File: config.mk
export PLATFORM = sky130hd
export DESIGN_NAME = datapath_unit
export DESIGN_NICKNAME = d
export VERILOG_FILES = /design/src/rtl/cpu_pkg.sv /design/src/rtl/dp_alu.sv /design/src/rtl/datapath_unit.sv
export SDC_FILE = /design/constraint.sdc
export NUM_CORES = 1
export LEC_CHECK = 0
export ABC_AREA = 1
export CORE_MARGIN = 2
export CORE_UTILIZATION = 62
export CTS_CLUSTER_DIAMETER = 30
export DETAILED_ROUTE_END_ITERATION = 12
export GPL_TIMING_DRIVEN = 0
export PLACE_DENSITY_LB_ADDON = 0.2
export RECOVER_POWER = 50
export SLEW_MARGIN = 20
export SYNTH_ARGS = -nofsm -noshare
export SYNTH_HDL_FRONTEND = slang
export SYNTH_HIERARCHICAL = 1
export SYNTH_SLANG_ARGS = --single-unit
File: constraint.sdc
create_clock -name clk -period 5.58 [get_ports clk]
set_input_delay 0.558 -clock clk [delete_from_list [all_inputs] [get_ports clk]]
set_output_delay 0.558 -clock clk [all_outputs]
set_load 0.05 [all_outputs]
File: src/rtl/cpu_pkg.sv
// ---------------------------------------------------------------------------
// cpu_pkg : widths, ALU opcodes, instruction classes and state encodings
//           shared by the control unit and the datapath.  Rev 1.0
// ---------------------------------------------------------------------------
`default_nettype none

package cpu_pkg;

   localparam int DEF_DATA_WIDTH = 8;
   localparam int DEF_ADDR_BITS  = 5;

   localparam logic [3:0] OP_ADD  = 4'd0;
   localparam logic [3:0] OP_SUB  = 4'd1;
   localparam logic [3:0] OP_AND  = 4'd2;
   localparam logic [3:0] OP_OR   = 4'd3;
   localparam logic [3:0] OP_XOR  = 4'd4;
   localparam logic [3:0] OP_NOT  = 4'd5;
   localparam logic [3:0] OP_SHL  = 4'd6;
   localparam logic [3:0] OP_SHR  = 4'd7;
   localparam logic [3:0] OP_PASA = 4'd8;
   localparam logic [3:0] OP_PASB = 4'd9;
   localparam logic [3:0] OP_INC  = 4'd10;
   localparam logic [3:0] OP_DEC  = 4'd11;
   localparam logic [3:0] OP_SLT  = 4'd12;
   localparam logic [3:0] OP_NOP  = 4'd15;

   localparam logic [1:0] CLS_STD_OP = 2'd0;
   localparam logic [1:0] CLS_LOADR  = 2'd1;
   localparam logic [1:0] CLS_STORER = 2'd2;

   typedef enum logic [2:0] {
      CU_RESET  = 3'd0,
      CU_FETCH  = 3'd1,
      CU_DECODE = 3'd2,
      CU_EXEC   = 3'd3,
      CU_MEM    = 3'd4,
      CU_WB     = 3'd5
   } cu_state_t;

   typedef enum logic {
      DP_INIT = 1'b0,
      DP_RUN  = 1'b1
   } dp_state_t;

endpackage

`default_nettype wire

File: src/rtl/dp_alu.sv
// ---------------------------------------------------------------------------
// dp_alu : combinational ALU, results modulo 2^DATA_WIDTH.  Rev 1.0
// ---------------------------------------------------------------------------
`default_nettype none

module dp_alu
   import cpu_pkg::*;
#(
   parameter int DATA_WIDTH = DEF_DATA_WIDTH
) (
   input  logic [DATA_WIDTH-1:0] a,
   input  logic [DATA_WIDTH-1:0] b,
   input  logic [3:0]            opcode,
   output logic [DATA_WIDTH-1:0] result
);

   always_comb begin
      result = '0;
      case (opcode)
         OP_ADD:  result = a + b;
         OP_SUB:  result = a - b;
         OP_AND:  result = a & b;
         OP_OR:   result = a | b;
         OP_XOR:  result = a ^ b;
         OP_NOT:  result = ~a;
         OP_SHL:  result = a << 1;
         OP_SHR:  result = a >> 1;
         OP_PASA: result = a;
         OP_PASB: result = b;
         OP_INC:  result = a + 1'b1;
         OP_DEC:  result = a - 1'b1;
         OP_SLT:  result = {{(DATA_WIDTH-1){1'b0}}, (a < b)};
         default: result = '0;
      endcase
   end

endmodule

`default_nettype wire

File: src/rtl/datapath_unit.sv
// ---------------------------------------------------------------------------
// datapath_unit : ALU plus self-clearing data memory answering the control
//                 unit with a registered result2.  Rev 1.0
// ---------------------------------------------------------------------------
`default_nettype none

module datapath_unit
   import cpu_pkg::*;
#(
   parameter int DATA_WIDTH = DEF_DATA_WIDTH,
   parameter int ADDR_BITS  = DEF_ADDR_BITS
) (
   input  logic                  clk,
   input  logic                  rst,
   input  logic [DATA_WIDTH-1:0] operand1,
   input  logic [DATA_WIDTH-1:0] operand2,
   input  logic [DATA_WIDTH-1:0] offset,
   input  logic [3:0]            opcode,
   input  logic                  sel1,
   input  logic                  sel3,
   input  logic                  w_r,
   output logic [DATA_WIDTH-1:0] result2,
   output logic                  zero,
   output logic                  ready
);

   localparam int MEM_WORDS = 1 << ADDR_BITS;

   dp_state_t             state;
   logic [ADDR_BITS-1:0]  clr_cnt;
   logic [DATA_WIDTH-1:0] mem [MEM_WORDS];
   logic [DATA_WIDTH-1:0] alu_b;
   logic [DATA_WIDTH-1:0] alu_out;
   logic [ADDR_BITS-1:0]  addr;
   logic [DATA_WIDTH-1:0] alu_q;
   logic [DATA_WIDTH-1:0] rd_q;
   logic                  sel1_q;

   assign alu_b = sel3 ? offset : operand2;
   assign addr  = alu_out[ADDR_BITS-1:0];

   dp_alu #(
      .DATA_WIDTH (DATA_WIDTH)
   ) u_alu (
      .a      (operand1),
      .b      (alu_b),
      .opcode (opcode),
      .result (alu_out)
   );

   // The array has no reset; INIT sweeps it to zero, and rst blocks any write
   // on its own edge so an interrupted store never lands.
   always_ff @(posedge clk) begin
      if (!rst) begin
         if (state == DP_INIT) begin
            mem[clr_cnt] <= '0;
         end else if (w_r) begin
            mem[addr] <= operand2;
         end
      end
   end

   always_ff @(posedge clk) begin
      if (rst) begin
         state   <= DP_INIT;
         clr_cnt <= '0;
         ready   <= 1'b0;
         alu_q   <= '0;
         rd_q    <= '0;
         sel1_q  <= 1'b0;
         zero    <= 1'b0;
      end else begin
         case (state)
            DP_INIT: begin
               clr_cnt <= clr_cnt + 1'b1;
               if (clr_cnt == {ADDR_BITS{1'b1}}) begin
                  state <= DP_RUN;
                  ready <= 1'b1;
               end
            end
            DP_RUN: begin
               alu_q  <= alu_out;
               rd_q   <= mem[addr];
               sel1_q <= sel1;
               zero   <= (alu_out == '0);
            end
            default: state <= DP_INIT;
         endcase
      end
   end

   assign result2 = sel1_q ? alu_q : rd_q;

endmodule

`default_nettype wire

=== Yosys cells after proc, flatten, opt, wreduce, memory -nomap -nowiden ===
Memory sizes are Yosys's and may differ from the RTL's. A register that Yosys moved wholly into a read port is not among the register bits.
Cells that the tools add are included.

* $add $sub $neg: 5
* $lt $le $gt $ge: 1
* Eq/ne operators: 13
* Muxes and demuxes: 15
* Bitwise logic cells: 5
* Reductions and logical operators: 4

{| class="wikitable"
|+ Operators with widths
! kind !! count
|-
| case mux 8 bit (13 select lines) || 1
|-
| 2-to-1 mux 8 bit || 3
|-
| equality test 4 bit, second input constant || 5
|-
| equality test 4 x 3 -> 1 bit, second input constant || 4
|-
| 2-to-1 mux 1 bit || 10
|-
| adder 8 x 1 -> 8 bit, second input constant || 1
|-
| adder 8 bit || 1
|-
| bitwise AND 8 bit || 1
|-
| equality test 4 x 2 -> 1 bit, second input constant || 2
|-
| logical NOT 8 bit || 1
|-
| < comparator 8 bit || 1
|-
| NOT 8 bit || 1
|-
| bitwise OR 8 bit || 1
|-
| OR reduction 8 bit || 1
|-
| subtractor 8 x 1 -> 8 bit, second input constant || 1
|-
| subtractor 8 bit || 1
|-
| bitwise XOR 8 bit || 1
|-
| adder 5 x 1 -> 5 bit, second input constant || 1
|-
| equality test 5 bit, second input constant || 1
|-
| 2-to-1 mux 5 bit || 1
|-
| equality test 4 x 1 -> 1 bit, second input constant || 1
|-
| logical NOT 4 bit || 1
|-
| AND reduction 2 bit || 1
|-
| NOT 1 bit || 1
|}

* Flip-flop bits (word level): 17
* Memory bits (writable): 256
* Input port bits: 33
* Output and inout bits: 10
* Logic and storage cells: 50
* Memories: 1

{| class="wikitable"
|+ Memories
! name !! words !! bits a word !! read ports !! clocked after memory_dff !! wr ports !! RTL line !! source
|-
| mem || 32 || 8 || 1 || 1 || 1 || datapath_unit.sv:31 || <nowiki>logic [DATA_WIDTH-1:0] mem [MEM_WORDS];</nowiki>
|}

=== Depth between registers and ports, before layout ===
Gate-level depths: netlist of run 1.

* Depth in word-level cells: 6
* Depth in mapped cells: 27
* Depth with buffers taken out: 23

=== Modules after synthesis ===
The synthesis of run 1 kept the hierarchy.

{| class="wikitable"
|+ By module, submodules not included
! module !! times used !! cells each !! area each (um2) !! seq. area each (um2)
|-
| datapath_unit || 1 || 1,196 || 12,146.6 || 8,187.9
|-
| dp_alu || 1 || 270 || 1,557.7 || 0.0
|}

=== Least setup slack after synthesis of run 1 ===
OpenSTA, ideal clock, no wires.

* Kind: in2reg
* From: in sel3
* To: mem mem[12][0] (netlist name) (enable)
* Library setup time: 370 ps
* Arrival time: 3,761 ps
* Data required time: 5,210 ps
* Path slack: 1,449 ps
* Stages: 22
* Path buffers: 2
* Path through: clkbuf_1 > nand2_1 > o21ai_0 > inv_1 > ha_1 > inv_1 > nor2_1 > o21ai_0 > nand2_1 > ha_1 > a21oi_1 > nand2_1 > a21oi_1 > o21ai_0 > nand4_1 > clkbuf_2 > clkinv_1 > o21ai_1 > inv_1 > nor2_1 > nand2_1 > nor2_1

* Word-level cells in the longest chain between the ends: 4
* Elaborated cells between the ends (all ways): 9
* Those cells by class: add/sub: 2; order compare: 1; mux: 3; bitwise: 3

{| class="wikitable"
|+ Ends and longest elaborated chain
! item !! RTL line !! source
|-
| from (decl) || datapath_unit.sv:20 || <nowiki>input logic sel3,</nowiki>
|-
| 2-to-1 mux 8 bit * || datapath_unit.sv:39 || <nowiki>assign alu_b = sel3 ? offset : operand2;</nowiki>
|-
| net alu_b[1] || datapath_unit.sv:32 || <nowiki>logic [DATA_WIDTH-1:0] alu_b;</nowiki>
|-
| subtractor 8 bit or adder 8 bit (tied branches) || dp_alu.sv:21, dp_alu.sv:20 ||
|-
| case mux 8 bit (13 select lines) * || dp_alu.sv:19 || <nowiki>case (opcode)</nowiki>
|-
| net alu_out[3] || datapath_unit.sv:33 || <nowiki>logic [DATA_WIDTH-1:0] alu_out;</nowiki>
|-
| 2-to-1 mux 5 bit (no source line) * || -- ||
|-
| to (decl) || datapath_unit.sv:31 ||
|}

Mark *: on every way through the listed nets, which the timed path passes. The rest lies on a longest branch.

=== Final worst setup path of run 1 ===
* From: in sel3
* To: mem mem[13][5] (netlist name) (enable)

The elaborated chain is that of the path after synthesis.

==> insert_results.sql, run 1 <==
INSERT INTO impl_metrics (metric_group, metric, value, unit) VALUES
('grt', 'track_usage', '0.364', ''),
('timing', 'finalWorstPathRequiredPeriod', '5.27', 'ns'),
('power', 'share_comb_of_total_power', '0.148', ''),
('routing', 'via_per_inst', '6.02', ''),
('floorplan', 'io_pins', '43', ''),
('power', 'netSwitchingPower', '1.73', 'mW'),
('clock_tree', 'post-cts-setup-buffers', '0', ''),
('cells_and_area', 'nFillCells', '1509', ''),
('flow_run', 'max_cap_violations', '2', ''),
('timing', 'drv_slew', '62', ''),
('hold_path', 'worstHoldPathCells', '2', ''),
('power', 'power-per-cell-area', '395', 'mW/mm2'),
('cells_and_area', 'layout_commonest_cell', 'sky130_fd_sc_hd__nand2_1', ''),
('logic_synthesis', 'avgSynthCellArea', '9.35', 'um2'),
('placement', 'pre_cts_slack', '-0.202', 'ns'),
('routing', 'drt_pre_antenna_iters', '8', ''),
('logic_synthesis', 'synth_seq_area_share', '0.597', ''),
('timing', 'max_clock_freq', '0.190', 'GHz'),
('logic_synthesis', 'post_synth_num_cell_types', '42', ''),
('grt', 'grt_first_pass_wirelength', '63400', 'um'),
('setup_path', 'startpoint_class_of_the_critical_path', 'input pin', ''),
('setup_path', 'reg2reg_slack', '2.34', 'ns'),
('clock_tree', 'cts_clk_pin_slew_worst_paths', '0.05', 'ns'),
('grt', 'grt_max_degree', '31', ''),
('hold_path', 'timing.hold.worst.class', 'input pin to flop', ''),
('cells_and_area', 'antenna_cells', '0', ''),
('power', 'clk_pwr_share', '0.496', ''),
('logic_synthesis', 'synthDominantAreaCellType', 'sky130_fd_sc_hd__edfxtp_1', ''),
('logic_synthesis', 'postSynthRegisterBits', '281', ''),
('placement', 'io_buffers', '41', ''),
('setup_path', 'crit_path_end_kind', 'flop', ''),
('setup_path', 'critical_path_peak_fanout', '10', ''),
('routing', 'antenna_violating_nets_post_route', '0', ''),
('power', 'finalPower', '6.44', 'mW'),
('setup_path', 'reg2reg_depth', '6', ''),
('routing', 'detail_route.drc_violations', '0', ''),
('placement', 'post-dp-hpwl', '29000', 'um'),
('timing', 'report.final.hold_viol_count', '0', ''),
('timing', 'report.final.setup_viol', '0', ''),
('floorplan', 'fp.dieArea', '0.0233', 'mm2'),
('run_status', 'status', 'complete, but fails checks', ''),
('run_status', 'failed_checks', 'capacitance limit, slew limit', ''),
('power', 'power.static_leakage', '6.87', 'nW'),
('setup_path', 'critPathKind', 'input pin to flop', ''),
('routing', 'detail_route.wirelength', '42300', 'um'),
('logic_synthesis', 'netlist_instances', '1466', ''),
('clock_tree', 'clock_tree.root_cell', 'sky130_fd_sc_hd__clkbuf_16', ''),
('grt', 'overflow_after_grt', '0', ''),
('placement', 'gp_routability_congestion', '0.989', ''),
('logic_synthesis', 'syn_area', '0.0137', 'mm2'),
('logic_synthesis', 'ys.warnings.count', '6', ''),
('logic_synthesis', 'cell_types_with_the_largest_area_share_after_synthesis', 'sky130_fd_sc_hd__edfxtp_1 56%, sky130_fd_sc_hd__nand2_1 12%, sky130_fd_sc_hd__nand3_1 6.0%', ''),
('power', 'worst_ir_drop_vdd', '370', 'uV'),
('routing', 'drt_iter0_markers', '1621', ''),
('clock_tree', 'tritoncts.num_buffers', '48', ''),
('floorplan', 'initial_core_util', '0.630', ''),
('setup_path', 'cp.required', '5.77', 'ns'),
('logic_synthesis', 'fraction_of_post_synthesis_cell_area_in_the_top_cell_type_by_area', '0.561', ''),
('power', 'sw_frac_of_total', '0.269', ''),
('clock_tree', 'cts_tree', 'yes', ''),
('grt', 'antenna_found_initial', '0', ''),
('cells_and_area', 'final_nets', '1635', ''),
('routing', 'detailroute.via_count', '11300', ''),
('clock_tree', 'clock_latency_late_sink', '0.56', 'ns'),
('power', 'share_seq_of_total_power', '0.355', ''),
('cells_and_area', 'area_delta_synth_final', '18.9', '%'),
('clock_tree', 'deepest_level_of_the_cts_h_tree', '2', ''),
('timing', 'slew_headroom', '-0.149', ''),
('logic_synthesis', 'synth-async-reset-ratio', '0', ''),
('cells_and_area', 'drive_gt1_frac', '0.0967', ''),
('timing', 'worst_slack', '0.313', 'ns');
power by group through the flow:
stage	logic (mW)	registers (mW)	clock network, mW
2_1_floorplan	0.550	2.33	0
3_3_place_gp	0.879	2.33	0
3_5_place_dp	0.897	2.33	0
4_1_cts	0.910	2.29	3.19
5_1_grt	1.01	2.29	3.30
6_report	0.956	2.29	3.20
critical path: stages:
cell and delay (ns):
sky130_fd_sc_hd__clkdlybuf4s50_1 0.58, sky130_fd_sc_hd__clkbuf_1 0.34, sky130_fd_sc_hd__nand2_1 0.11, sky130_fd_sc_hd__o21ai_0 0.23, sky130_fd_sc_hd__inv_1 0.22, sky130_fd_sc_hd__ha_1 0.25
sky130_fd_sc_hd__inv_1 0.05, sky130_fd_sc_hd__nor2_1 0.05, sky130_fd_sc_hd__o21ai_0 0.18, sky130_fd_sc_hd__nand2_1 0.07, sky130_fd_sc_hd__ha_1 0.33, sky130_fd_sc_hd__a21oi_1 0.14
sky130_fd_sc_hd__nand2_1 0.09, sky130_fd_sc_hd__a21oi_1 0.14, sky130_fd_sc_hd__o21ai_0 0.10, sky130_fd_sc_hd__nand4_1 0.13, sky130_fd_sc_hd__clkbuf_2 0.23, sky130_fd_sc_hd__clkinv_1 0.29
sky130_fd_sc_hd__o21ai_1 0.29, sky130_fd_sc_hd__inv_1 0.09, sky130_fd_sc_hd__nor2_1 0.14, sky130_fd_sc_hd__nand2_1 0.18, sky130_fd_sc_hd__nor2_1 0.64
cell usage after synthesis, types with 7 or more instances:
library cell               number
sky130_fd_sc_hd__buf_2         26
sky130_fd_sc_hd__nand3_1      164
sky130_fd_sc_hd__nand4_1        8
sky130_fd_sc_hd__dfxtp_1       25
sky130_fd_sc_hd__o21ai_0       68
sky130_fd_sc_hd__buf_1          9
sky130_fd_sc_hd__ha_1          35
sky130_fd_sc_hd__nor2_1       139
sky130_fd_sc_hd__mux2_2         7
sky130_fd_sc_hd__a21oi_1       24
sky130_fd_sc_hd__nand2_1      425
sky130_fd_sc_hd__buf_4          7
sky130_fd_sc_hd__o22ai_1       19
sky130_fd_sc_hd__clkbuf_1      14
sky130_fd_sc_hd__edfxtp_1     256
sky130_fd_sc_hd__inv_1        172
worst paths after layout:
path                           from              endpoint
setup / recovery               sel3  mem[13][5]$_DFFE_PP_
hold / removal                  rst     zero$_SDFFE_PP0P_
setup reg to reg   state$_SDFF_PP0_   mem[2][3]$_DFFE_PP_
hold reg to reg   zero$_SDFFE_PP0P_     zero$_SDFFE_PP0P_
cell type report:
class | instances | area [um2] | share of cell area
inverters | 179 | 672 | 0.0412
repair buffers | 49 | 440 | 0.0270
plain buffers | 61 | 318 | 0.0195
flip-flops and latches | 281 | 8190 | 0.502
well taps | 280 | 350 | 0.0215
clock inverters | 33 | 524 | 0.0322
clock buffers | 55 | 1250 | 0.0766
multi-input cells | 945 | 4560 | 0.280
state kept, by name (all words and copies together), names as in the netlist:
| register | cells |
|---|---|
| rd_q | 8 |
| zero | 1 |
| alu_q | 8 |
| mem | 256 |
| sel1_q | 1 |
| ready | 1 |
| clr_cnt | 5 |
| state | 1 |
routing by layer:
metal  wire [um]  vias to the layer above  global-route usage
met4        2780                        0               0.187
li1            -                     5090                   -
met2       19300                      788               0.587
met5           0                        -                   0
met1       15300                     5262               0.463
met3        4990                      203              0.0850
kinds of logic after synthesis:
| family | Yosys count | share of synthesized area |
|---|---|---|
| flip-flops | 281 | 0.597 |
| AND/OR/NAND/NOR | 760 | 0.231 |
| buffers and inverters | 240 | 0.0723 |
| XOR/XNOR | 1 | 0.000639 |
| AO/OA/AOI/OAI | 140 | 0.0582 |
| multiplexers | 7 | 0.00575 |
| adder cells (fa/ha/maj) | 37 | 0.0349 |
metrics by stage:
stage               hold slack, ns  TNS (ns)  utilization  instances  cell area [um2]
finish                       0.261         0        0.749       1883            16300
floorplan                    0.434         0            -       1466            13700
global route                 0.286     -3.13        0.749       1883            16300
CTS                          0.262         0        0.759       1883            16500
global placement             0.447     -2.84        0.665       1787            14500
detailed placement           0.461    -17.98        0.677       1795            14700
repair_timing:
item,4_1_cts,5_1_grt
endpoints found under the setup margin,0,128
hold buffers,0,0
hold endpoints to repair,0,0
resized for setup,0,12
No activity file was read; power rests on OpenSTA's default activity.
==> run 2: changes to the inputs <==
--- a/config.mk
+++ b/config.mk
@@ -5,14 +5,14 @@
 export SDC_FILE = /design/constraint.sdc
 export NUM_CORES = 1
 export LEC_CHECK = 0
-export ABC_AREA = 1
 export CORE_MARGIN = 2
-export CORE_UTILIZATION = 62
+export CORE_UTILIZATION = 61
 export CTS_CLUSTER_DIAMETER = 30
 export DETAILED_ROUTE_END_ITERATION = 12
 export GPL_TIMING_DRIVEN = 0
 export PLACE_DENSITY_LB_ADDON = 0.2
 export RECOVER_POWER = 50
+export REMOVE_ABC_BUFFERS = 1
 export SLEW_MARGIN = 20
 export SYNTH_ARGS = -nofsm -noshare
 export SYNTH_HDL_FRONTEND = slang
==> insert_results.sql, run 2 <==
INSERT INTO impl_metrics (metric_group, metric, value, unit) VALUES
('setup_path', 'max_stage_delay', '0.67', 'ns'),
('floorplan', 'rows', '53', ''),
('logic_synthesis', 'synth_seq_area_share', '0.629', ''),
('grt', 'antenna_found_initial', '0', ''),
('logic_synthesis', 'ys.warnings.count', '6', ''),
('placement', 'io_buffers', '42', ''),
('routing', 'detailroute.via_count', '8375', ''),
('clock_tree', 'tritoncts.num_buffers', '47', ''),
('setup_path', 'worst_setup_path_startpoint', 'sel3', ''),
('routing', 'detail_route.wirelength', '32900', 'um'),
('setup_path', 'cp.buffers_inverters', '3', ''),
('logic_synthesis', 'avgSynthCellArea', '14.7', 'um2'),
('logic_synthesis', 'synthMostInstantiatedCell', 'sky130_fd_sc_hd__edfxtp_1', ''),
('setup_path', 'timing.critical_path.to', 'mem[8][7]$_DFFE_PP_', ''),
('routing', 'drt_iter0_markers', '977', ''),
('setup_path', 'reg2reg_depth', '3', ''),
('setup_path', 'cp.required', '5.73', 'ns'),
('cells_and_area', 'fin_util', '0.736', ''),
('cells_and_area', 'drive_gt1_frac', '0.197', ''),
('timing', 'setup_repair_after_global_routing_missed_its_margin', 'no', ''),
('placement', 'post-place-cells', '1169', ''),
('timing', 'slew_headroom', '-0.316', ''),
('setup_path', 'worst_path_max_delay_cell', 'sky130_fd_sc_hd__clkdlybuf4s50_1', ''),
('grt', 'track_usage', '0.300', ''),
('floorplan', 'floorplan.die.width', '150', 'um'),
('floorplan', 'io_pins', '43', ''),
('routing', 'drt_pre_antenna_iters', '6', ''),
('flow_run', 'max_cap_violations', '7', ''),
('clock_tree', 'deepest_level_of_the_cts_h_tree', '2', ''),
('clock_tree', 'cts_hold_buffers', '0', ''),
('clock_tree', 'cts_clk_pin_slew_worst_paths', '0.05', 'ns'),
('timing', 'max_clock_freq', '0.187', 'GHz'),
('logic_synthesis', 'synth.cells.most_frequent', '256 x sky130_fd_sc_hd__edfxtp_1, 79 x sky130_fd_sc_hd__nor2_1, 54 x sky130_fd_sc_hd__mux2i_1, 51 x sky130_fd_sc_hd__nand2_1, 46 x sky130_fd_sc_hd__mux4_2', ''),
('cells_and_area', 'instances_no_fill', '1256', ''),
('floorplan', 'coreArea', '0.0210', 'mm2'),
('setup_path', 'r2r-end', 'mem[15][5]$_DFFE_PP_', ''),
('setup_path', 'reg2reg_from', 'state$_SDFF_PP0_', ''),
('run_status', 'status', 'complete, but fails checks', ''),
('logic_synthesis', 'synth_enable_flop_cells', '256', ''),
('cells_and_area', 'largest_registers_ranked_by_flip_flop_count', 'mem x256, alu_q x8, rd_q x8', ''),
('floorplan', 'fp.dieArea', '0.0225', 'mm2'),
('logic_synthesis', 'postSynthRegisterBits', '281', ''),
('cells_and_area', 'largest_reg_flops', '256', ''),
('power', 'worst_ir_drop_vdd', '385', 'uV'),
('setup_path', 'critPathKind', 'input pin to flop', ''),
('clock_tree', 'clock_latency_late_sink', '0.54', 'ns'),
('timing', 'drv_slew', '231', ''),
('grt', 'grt_max_degree', '37', ''),
('setup_path', 'crit_path_cell_trace', 'clkdlybuf4s50_1 > mux2_2 > inv_1 > ha_1 > o21ai_0 > fa_1 > a221oi_1 > nand3_4 > buf_12 > nand3b_1 > a21oi_1 > nand2_1 > nor2_2', ''),
('timing', 'report.final.setup_viol', '0', ''),
('timing', 'hold_ws', '0.475', 'ns'),
('timing', 'report.final.hold_viol_count', '0', ''),
('logic_synthesis', 'synth-async-reset-ratio', '0', ''),
('setup_path', 'critical_path_depth', '13', ''),
('placement', 'gp_routability_congestion', '0.934', ''),
('hold_path', 'timing.hold.worst.class', 'flop to flop', ''),
('cells_and_area', 'final_nets', '1013', ''),
('logic_synthesis', 'fraction_of_post_synthesis_cell_area_in_the_top_cell_type_by_area', '0.590', ''),
('setup_path', 'startpoint_class_of_the_critical_path', 'input pin', ''),
('cells_and_area', 'nFillCells', '1290', ''),
('routing', 'wl_per_cell', '26.2', 'um'),
('cells_and_area', 'registers.top_by_ff_count', 'mem', ''),
('setup_path', 'worst_path_dominant_cell_family', 'simple AND/OR/NAND/NOR gates', ''),
('routing', 'detail_route.drc_violations', '0', ''),
('run_status', 'failed_checks', 'capacitance limit, slew limit', ''),
('timing', 'final_min_period_over_clock_period', '0.959', ''),
('cells_and_area', 'layout_commonest_cell', 'sky130_fd_sc_hd__edfxtp_1', ''),
('clock_tree', 'largest_buffer_count_on_any_clock_path', '3', ''),
('clock_tree', 'cts_tree', 'yes', ''),
('setup_path', 'reg2reg_slack', '1.99', 'ns'),
('setup_path', 'critical_path_peak_fanout', '36', ''),
('placement', 'post-dp-hpwl', '20500', 'um'),
('logic_synthesis', 'post_synth_num_cell_types', '66', ''),
('grt', 'grt_pass1_vias', '8233', ''),
('setup_path', 'crit_path_end_kind', 'flop', ''),
('cells_and_area', 'mostFrequentLayoutCells', '256 x sky130_fd_sc_hd__edfxtp_1, 63 x sky130_fd_sc_hd__nor2_1, 54 x sky130_fd_sc_hd__mux2i_1', ''),
('power', 'power-per-cell-area', '385', 'mW/mm2'),
('grt', 'overflow_after_grt', '0', ''),
('timing', 'finalWorstPathRequiredPeriod', '5.35', 'ns'),
('power', 'finalPower', '5.96', 'mW'),
('floorplan', 'die_height', '150', 'um'),
('cells_and_area', 'area_delta_synth_final', '18.7', '%'),
('floorplan', 'initial_core_util', '0.620', ''),
('power', 'power.static_leakage', '5.03', 'nW'),
('routing', 'via_per_inst', '6.67', ''),
('logic_synthesis', 'synthDominantAreaCellType', 'sky130_fd_sc_hd__edfxtp_1', ''),
('logic_synthesis', 'cell_types_with_the_largest_area_share_after_synthesis', 'sky130_fd_sc_hd__edfxtp_1 59%, sky130_fd_sc_hd__mux4_2 8.0%, sky130_fd_sc_hd__mux2i_1 4.1%', ''),
('cells_and_area', 'antenna_cells', '0', ''),
('logic_synthesis', 'yosys_most_used_dff', 'sky130_fd_sc_hd__edfxtp_1', ''),
('grt', 'grt_first_pass_wirelength', '49800', 'um'),
('routing', 'antenna_violating_nets_post_route', '0', ''),
('timing', 'final.setup_skew', '0.0267', 'ns'),
('clock_tree', 'clock_sinks', '281', ''),
('timing', 'worst_slew_pin_slew', '1.97', 'ns'),
('logic_synthesis', 'syn_area', '0.0130', 'mm2'),
('logic_synthesis', 'netlist_instances', '887', ''),
('setup_path', 'worstPathArrival', '5.50', 'ns'),
('clock_tree', 'clock_tree.root_cell', 'sky130_fd_sc_hd__clkbuf_16', '');
==> run 2: cell count changes after synthesis, moves of 33 or more <==
cell and delta:
sky130_fd_sc_hd__a22oi_1 +33, sky130_fd_sc_hd__inv_1 -148, sky130_fd_sc_hd__mux2i_1 +54, sky130_fd_sc_hd__mux4_2 +46, sky130_fd_sc_hd__nand2_1 -374, sky130_fd_sc_hd__nand3_1 -150
sky130_fd_sc_hd__nor2_1 -60, sky130_fd_sc_hd__o21ai_0 -50
==> run 2: area by class of cell <==
type	instances	area (um2)	area share
flip-flops and latches	281	8190	0.529
multi-input cells	535	4600	0.297
clock buffers	53	1220	0.0789
repair buffers	53	571	0.0369
clock inverters	34	452	0.0292
well taps	275	344	0.0222
inverters	25	93.8	0.00607
==> run 2: stage by stage <==
| step | area (um2) | setup slack (ns) | setup TNS (ns) |
|---|---|---|---|
| detailed placement | 13800 | -0.665 | -106.27 |
| global placement | 13600 | -13.41 | -3509.22 |
| global route | 15500 | 0.0170 | 0 |
| floorplan | 12800 | -8.10 | -2096.45 |
| CTS | 15500 | -0.130 | -4.20 |
| finish | 15500 | 0.227 | 0 |
==> run 2: worst min-delay path, delay by kind of cell, from the launching register on <==
kind,cells,cell delay (ns)
compound gates,1,0.05
flops,1,0.31
simple gates,1,0.06
==> run 2: repair_timing <==
action	in CTS	in global routing
setup buffers	0	0
resized for setup	9	11
endpoints found under the setup margin	128	257
==> run 2: worst min-delay path by stage <==
stage	start	end	slack, ns	cells after the start
floorplan	alu_q[4]$_SDFFE_PP0P_	alu_q[4]$_SDFFE_PP0P_	0.44	2
global placement	alu_q[4]$_SDFFE_PP0P_	alu_q[4]$_SDFFE_PP0P_	0.45	2
detailed placement	alu_q[4]$_SDFFE_PP0P_	alu_q[4]$_SDFFE_PP0P_	0.46	2
CTS	alu_q[4]$_SDFFE_PP0P_	alu_q[4]$_SDFFE_PP0P_	0.47	2
global route	zero$_SDFFE_PP0P_	zero$_SDFFE_PP0P_	0.50	2
finish	zero$_SDFFE_PP0P_	zero$_SDFFE_PP0P_	0.48	2
==> run 2: cells by family after synthesis <==
group / Yosys count / synth area share
xor+xnor: 19 / 0.0128
simple gates: 204 / 0.0734
compound gates: 146 / 0.0783
fa+ha+maj: 37 / 0.0367
flops: 281 / 0.629
mux: 129 / 0.146
buf+inv: 71 / 0.0241
==> run 2: metal layers <==
| metal | GRT usage | wire (um) | part of all wire |
|---|---|---|---|
| met5 | 0 | 0 | 0 |
| met4 | 0.101 | 1100 | 0.033 |
| met3 | 0.0506 | 2910 | 0.088 |
| met2 | 0.476 | 15900 | 0.48 |
| met1 | 0.430 | 13000 | 0.40 |
==> run 2: where the power goes <==
part           switching, mW  leakage [nW]  total, mW  internal [mW]
combinational          0.376          1.96      0.650          0.274
sequential           0.00636          2.26       2.29           2.28
clock                   1.02         0.808       3.02           2.01
total                   1.40          5.03       5.96           4.56
